[src/rtl/gf2m_409_pkg.sv]
// gf2m_409_pkg: shared field constants, operand types and reduction FSM states
package gf2m_409_pkg;
  localparam int M = 409;
  localparam int K = 87;
  localparam int W = 2 * M - 1;
  typedef logic [W-1:0] prod_t;
  typedef logic [M-1:0] elem_t;
  typedef enum logic [1:0] {IDLE, FOLD1, FOLD2, OUT} state_t;
endpackage

[src/rtl/gf2m_fold_step.sv]
// gf2m_fold_step: one combinational fold of the high half using x^M = x^K + 1
module gf2m_fold_step #(
  parameter int M = gf2m_409_pkg::M,
  parameter int K = gf2m_409_pkg::K,
  parameter int W = 2 * M - 1
) (
  input  logic [W-1:0] acc,
  output logic [W-1:0] folded
);
  logic [W-M-1:0] h;
  assign h = acc[W-1:M];
  assign folded = {{(W-M){1'b0}}, acc[M-1:0]} ^ {{M{1'b0}}, h} ^ ({{M{1'b0}}, h} << K);
endmodule

[src/rtl/gf2m_409_reduce.sv]
// gf2m_409_reduce: constant-time two-fold reduction of an 817-bit product mod x^409+x^87+1
module gf2m_409_reduce #(
  parameter int M = gf2m_409_pkg::M,
  parameter int K = gf2m_409_pkg::K,
  parameter int W = 2 * M - 1
) (
  input  logic         clk,
  input  logic         rst_n,
  input  logic         in_valid,
  output logic         in_ready,
  input  logic [W-1:0] c_in,
  output logic         out_valid,
  input  logic         out_ready,
  output logic [M-1:0] r_out
);
  import gf2m_409_pkg::*;
  state_t state;
  logic [W-1:0] acc;
  logic [W-1:0] folded;
  logic [M-1:0] r_q;
  gf2m_fold_step #(.M(M), .K(K), .W(W)) u_fold (.acc(acc), .folded(folded));
  assign in_ready = (state == IDLE) | ((state == OUT) & out_ready);
  assign out_valid = state == OUT;
  assign r_out = r_q;
  always_ff @(posedge clk or negedge rst_n) begin
    if (!rst_n) begin
      state <= IDLE;
      acc <= '0;
      r_q <= '0;
    end else begin
      case (state)
        IDLE: if (in_valid) begin
          acc <= c_in;
          state <= FOLD1;
        end
        FOLD1: begin
          acc <= folded;
          state <= FOLD2;
        end
        FOLD2: begin
          // two folds always clear the high half because K < M/2
          assert (folded[W-1:M] == '0);
          r_q <= folded[M-1:0];
          state <= OUT;
        end
        OUT: if (out_ready) begin
          if (in_valid) begin
            acc <= c_in;
            state <= FOLD1;
          end else state <= IDLE;
        end
        default: state <= IDLE;
      endcase
    end
  end
endmodule

[config.mk]
export PLATFORM = sky130hd
export DESIGN_NAME = gf2m_409_reduce
export DESIGN_NICKNAME = d
export VERILOG_FILES = /design/src/rtl/gf2m_409_pkg.sv /design/src/rtl/gf2m_fold_step.sv /design/src/rtl/gf2m_409_reduce.sv
export SDC_FILE = /design/constraint.sdc
export NUM_CORES = 2
export LEC_CHECK = 0
export CORE_AREA = 2 2 484 486
export DETAILED_ROUTE_END_ITERATION = 10
export DIE_AREA = 0 0 486 488
export PLACE_DENSITY = 0.47
export SYNTH_ARGS = -nofsm -noshare
export SYNTH_HDL_FRONTEND = slang
export SYNTH_SLANG_ARGS = --single-unit
export TNS_END_PERCENT = 20
[constraint.sdc]
create_clock -name clk -period 5.8 [get_ports clk]
set_input_delay 1.16 -clock clk [delete_from_list [all_inputs] [get_ports clk]]
set_output_delay 1.16 -clock clk [all_outputs]
set_load 0.1 [all_outputs]
* After elaboration in Yosys (flattened, before gate mapping) *
Index checks and enable logic that the tools add are counted.

operators by class
  equal/unequal tests = 5
  multiplexer cells = 7
  bitwise gates (word level) = 4
  reduce and logical (&&, ||, !) cells = 4

operators with widths
  cell                                                                      count
  817-bit one-hot mux with 3 select lines                                   1
  817-bit 2-to-1 mux                                                        2
  817-bit by 495-bit XOR with 817-bit output                                1
  409-bit by 408-bit XOR with 409-bit output                                1
  2-bit one-hot mux with 4 select lines                                     1
  2-bit == test (second input constant)                                     2
  2-bit 2-to-1 mux                                                          2
  2-bit AND reduction                                                       2
  3-bit nonzero test                                                        1
  2-bit by 1-bit == test with 1-bit output (second input constant)          1
  2-bit logical NOT                                                         1
  2-bit by 1-bit inequality test with 1-bit output (second input constant)  1
  2-bit inequality test (second input constant)                             1
  1-bit AND                                                                 1
  1-bit 2-to-1 mux                                                          1
  1-bit OR                                                                  1

word-level totals
  register bits = 1,228
  output and inout bits = 411
  word-level logic and storage cells = 23

* Depth between registers and ports, before layout *
  depth after elaboration = 3
  depth in mapped cells = 10
  depth with buffers taken out = 6

* Hierarchy *
A second synthesis with hierarchy kept.

unflattened totals
  cell total of the unflattened synthesis = 4,338
  area, all modules = 66,816.6 µm²

by module, submodules not included
  module           instances  cells each  area an instance (µm²)  seq. area each (µm²)
  gf2m_409_reduce  1          3,520       55,348.1                30,729.5
  gf2m_fold_step   1          818         11,468.5                0.0

* Least setup slack after synthesis *
No wires, ideal clock.

  kind = register to output
  from = register state[0]
  to = output in_ready
  arrival time = 2.048 ns
  required time = 4.640 ns
  setup slack = 2.592 ns
  cell stages (with the launch flop) = 3
  buffers on the path = 0
  cell sequence = dfrtp_1 ha_1 a21o_1

between the ends
  longest elaborated chain between the ends = 3
  elaborated cells on any way between the ends = 4
  those cells by class = 1 x eq/ne; 2 x bitwise; 1 x reduce/logical

ends and longest elaborated chain
  what                    line                   source
  start, declared         gf2m_409_reduce.sv:17  state_t state;
  start signal, assigned  gf2m_409_reduce.sv:27  state <= IDLE;
  start signal, assigned  gf2m_409_reduce.sv:34  state <= FOLD1;
  start signal, assigned  gf2m_409_reduce.sv:38  state <= FOLD2;
  2-bit == test           -
  named net out_valid     gf2m_409_reduce.sv:12  output logic out_valid,
  1-bit AND               gf2m_409_reduce.sv:22  assign in_ready = (state == IDLE) | ((state == OUT) & out_ready);
  1-bit OR                gf2m_409_reduce.sv:22
  end, declared           gf2m_409_reduce.sv:10  output logic in_ready,

The timed path passes the listed nets, and every way through them passes these cells.

* Final worst setup path *
  from = register state[0]
  to = output in_ready

between the ends
  longest elaborated chain between the ends = 3
  elaborated cells on any way between the ends = 4
  those cells by class = 1 x eq/ne; 2 x bitwise; 1 x reduce/logical

ends and longest elaborated chain
  what           line
  2-bit == test  gf2m_409_reduce.sv:22
  1-bit AND      gf2m_409_reduce.sv:22
  1-bit OR (*)   gf2m_409_reduce.sv:22

Mark *: on every way between the ends. The rest lies on a longest branch, timed or not.

==> flow_metrics.env <==
export IMPL_clk_path_buf_depth=3
export IMPL_post_drt_wl_per_cell_um=28.27
export IMPL_cts_sinks=1228
export IMPL_synth_main_ff_cell="dfrtp_1"
export IMPL_cts_root_buf="clkbuf_16"
export IMPL_multi_input_comb_area_um2=33670
export IMPL_grt_pass1_wl_um=462600
export IMPL_fp_dieW_um=486
export IMPL_path_class="reg2out"
export IMPL_endpoint_kind="primary output"
export IMPL_ctsHoldBuffers=0
export IMPL_seqCellArea_um2=30730
export IMPL_drive_gt1_share_pct=8.353
export IMPL_cts_tree="yes"
export IMPL_syn_area_per_cell_um2=8.847
export IMPL_yosys_top_cells_area="dfrtp_1 (45%), xnor2_1 (9.3%), nor2_1 (6.2%)"
export IMPL_cp_arrival_ps=3080
export IMPL_slowest_stage="clkdlybuf4s50_1"
export IMPL_final_area_um2=88540
export IMPL_hp_class="in2async"
export IMPL_ios=1232
export IMPL_ys_seq_elements=1228
export IMPL_finalSetupTns_ps=0
export IMPL_finalMaxSlewViolations=0
export IMPL_setup_viol=0
export IMPL_post_dp_cell_area_um2=83130
export IMPL_drtAntennaViolNets=0
export IMPL_start_kind="flop"
export IMPL_async_reset_ff_share_pct=100.0
export IMPL_dieHeight_um=488
export IMPL_grt_overflow=0
export IMPL_synth_edff_count=0
export IMPL_fin_skew_ps=30.19
export IMPL_yosys_warnings=0
export IMPL_numPortBuffers=1231
export IMPL_relSlewSlack_pct=13.78
export IMPL_nets=9507
export IMPL_grt_pass1_vias=58140
export IMPL_dieArea_um2=237200
export IMPL_post_cts_resized=0
export IMPL_crit_path_max_incr_delay_ps=1140
export IMPL_grt_usage_pct=27.48
export IMPL_routed_wl_um=336700
export IMPL_fin_crit_ps=4243
export IMPL_clk_pin_slew_ps=60
export IMPL_ys_seq_area_share_pct=44.77
export IMPL_outcome="finished, final reports clean"
export IMPL_dp_cells=11570
export IMPL_start_util_pct=29.60
export IMPL_syn_nets=8585
export IMPL_viasPerCell=5.210
export IMPL_via_count=62060
export IMPL_clk_latency_ps=840
export IMPL_ctsHtreeMaxLevel=4
export IMPL_cap_violations=0
export IMPL_synth_top_cell_by_area="dfrtp_1"
export IMPL_worstPathRequired_ps=4640
export IMPL_syn_to_final_growth_pct=28.98
export IMPL_synth_cell_types=32
export IMPL_synthCells=7759
export IMPL_post_dp_hpwl_um=245700
export IMPL_cp_cell_sequence="ha_1, a21o_1, clkdlybuf4s50_1"
export IMPL_path_max_fanout=6
export IMPL_fp_coreArea_um2=231900
export IMPL_ys_top_cells_by_count="dfrtp_1 (1228), nor2_1 (1134), nand2_1 (728)"
export IMPL_synth_most_common_cell="dfrtp_1"
export IMPL_rsz0062_at_grt="false"
export IMPL_synth_top_area_share_pct=44.77
export IMPL_hold_viol=0
export IMPL_postCtsSetupBuffers=0
export IMPL_antenna_found_initial=113
export IMPL_gp_congestion=0.9108
export IMPL_syn_area_um2=68640
export IMPL_worst_pin_slew_ps=1289
export IMPL_cts_buffers_inserted=157
export IMPL_fillers=23340
export IMPL_finalCritPeriodShare_pct=73.16
export IMPL_max_freq_mhz=235.7
export IMPL_first_pass_iters=5
export IMPL_drtIter0Drc=5916
export IMPL_grt_max_degree=198
export IMPL_whs_ps=324.6
export IMPL_placementRows=177
export IMPL_stdcell_count=11910
export IMPL_drc=0
==> routing by layer <==
layer	share of wire [%]	wire [µm]	global-route usage (%)	up-vias
met2	42	141500	38.96	2632
met3	8.0	26870	6.328	459
li1	-	-	-	28220
met5	0.11	358	0	-
met4	3.5	11790	10.48	54
met1	46	156200	40.09	30700
==> per-stage QoR <==
step	util, %	worst slack [ps]
2_1_floorplan	-	2592
4_1_cts	38.12	1506
5_1_grt	38.17	1434
3_5_place_dp	35.85	1696
6_report	38.18	1557
3_3_place_gp	35.85	1698
==> cells by family (layout without fill, tap and decap cells) <==
kind of cell / after synthesis / after routing / synth area share, %
AO/OA/AOI/OAI: 1189 / 1189 / 9.626
multiplexers: 404 / 404 / 6.471
adder cells (fa/ha/maj): 5 / 5 / 0.09114
flip-flops: 1228 / 1228 / 44.77
AND/OR/NAND/NOR: 3237 / 3237 / 23.49
other: 0 / 57 / 0
buffers and inverters: 969 / 2021 / 6.277
XOR/XNOR: 727 / 727 / 9.276
==> cell type report <==
type	count	area share, %
well taps	3043	4.300
flip-flops and latches	1228	34.71
diodes	57	0.1611
repair buffers	1318	15.10
clock buffers	228	5.203
clock inverters	61	0.7433
inverters	414	1.758
multi-input cells	5562	38.03
==> final timing paths <==
check	start	to	slack (ps)	cells past startpoint
worst max register to register	state[0]$_DFFE_PN0P_	acc[812]$_DFFE_PN0P_	2460	5
max in group asynchronous	rst_n	acc[411]$_DFFE_PN0P_	3940	2
min in group clk	r_out[157]$_DFFE_PN0N_	r_out[157]$_DFFE_PN0N_	500	1
worst max-delay path	state[0]$_DFFE_PN0P_	in_ready	1560	3
worst min-delay path	rst_n	acc[804]$_DFFE_PN0P_	320	1
worst min register to register	r_out[157]$_DFFE_PN0N_	r_out[157]$_DFFE_PN0N_	500	1
==> registers in the layout, indices dropped and copies added, names as in the netlist <==
name,flops
acc,817
r_out,409
state,2
==> critical path: cells and delay by family (launching register included) <==
kind | cells | cell delay [ps]
AO/OA/AOI/OAI | 1 | 180
buffers and inverters | 1 | 1140
flip-flops | 1 | 470
adder cells (fa/ha/maj) | 1 | 450
==> layout by cell type, fill, tap and decap left out, types with 22 or more instances in the layout <==
cell type	count
dfrtp_1	1228
clkdlybuf4s50_1	1191
nor2_1	1134
xnor2_1	727
nand2_1	727
o21ai_0	463
inv_1	413
a31oi_1	409
nand2b_1	328
mux2_2	318
nor3_1	318
and3b_1	318
nor4_1	296
a21oi_1	180
clkbuf_16	158
o22ai_1	91
nand4_1	88
buf_4	88
mux2i_1	86
diode_2	57
clkbuf_8	39
o21ai_1	38
clkinv_2	38
buf_12	37
clkbuf_1	31
nor4_2	22
Power is not shown: default switching activity piles up to over one toggle a cycle in this logic, so the estimate is an artifact.
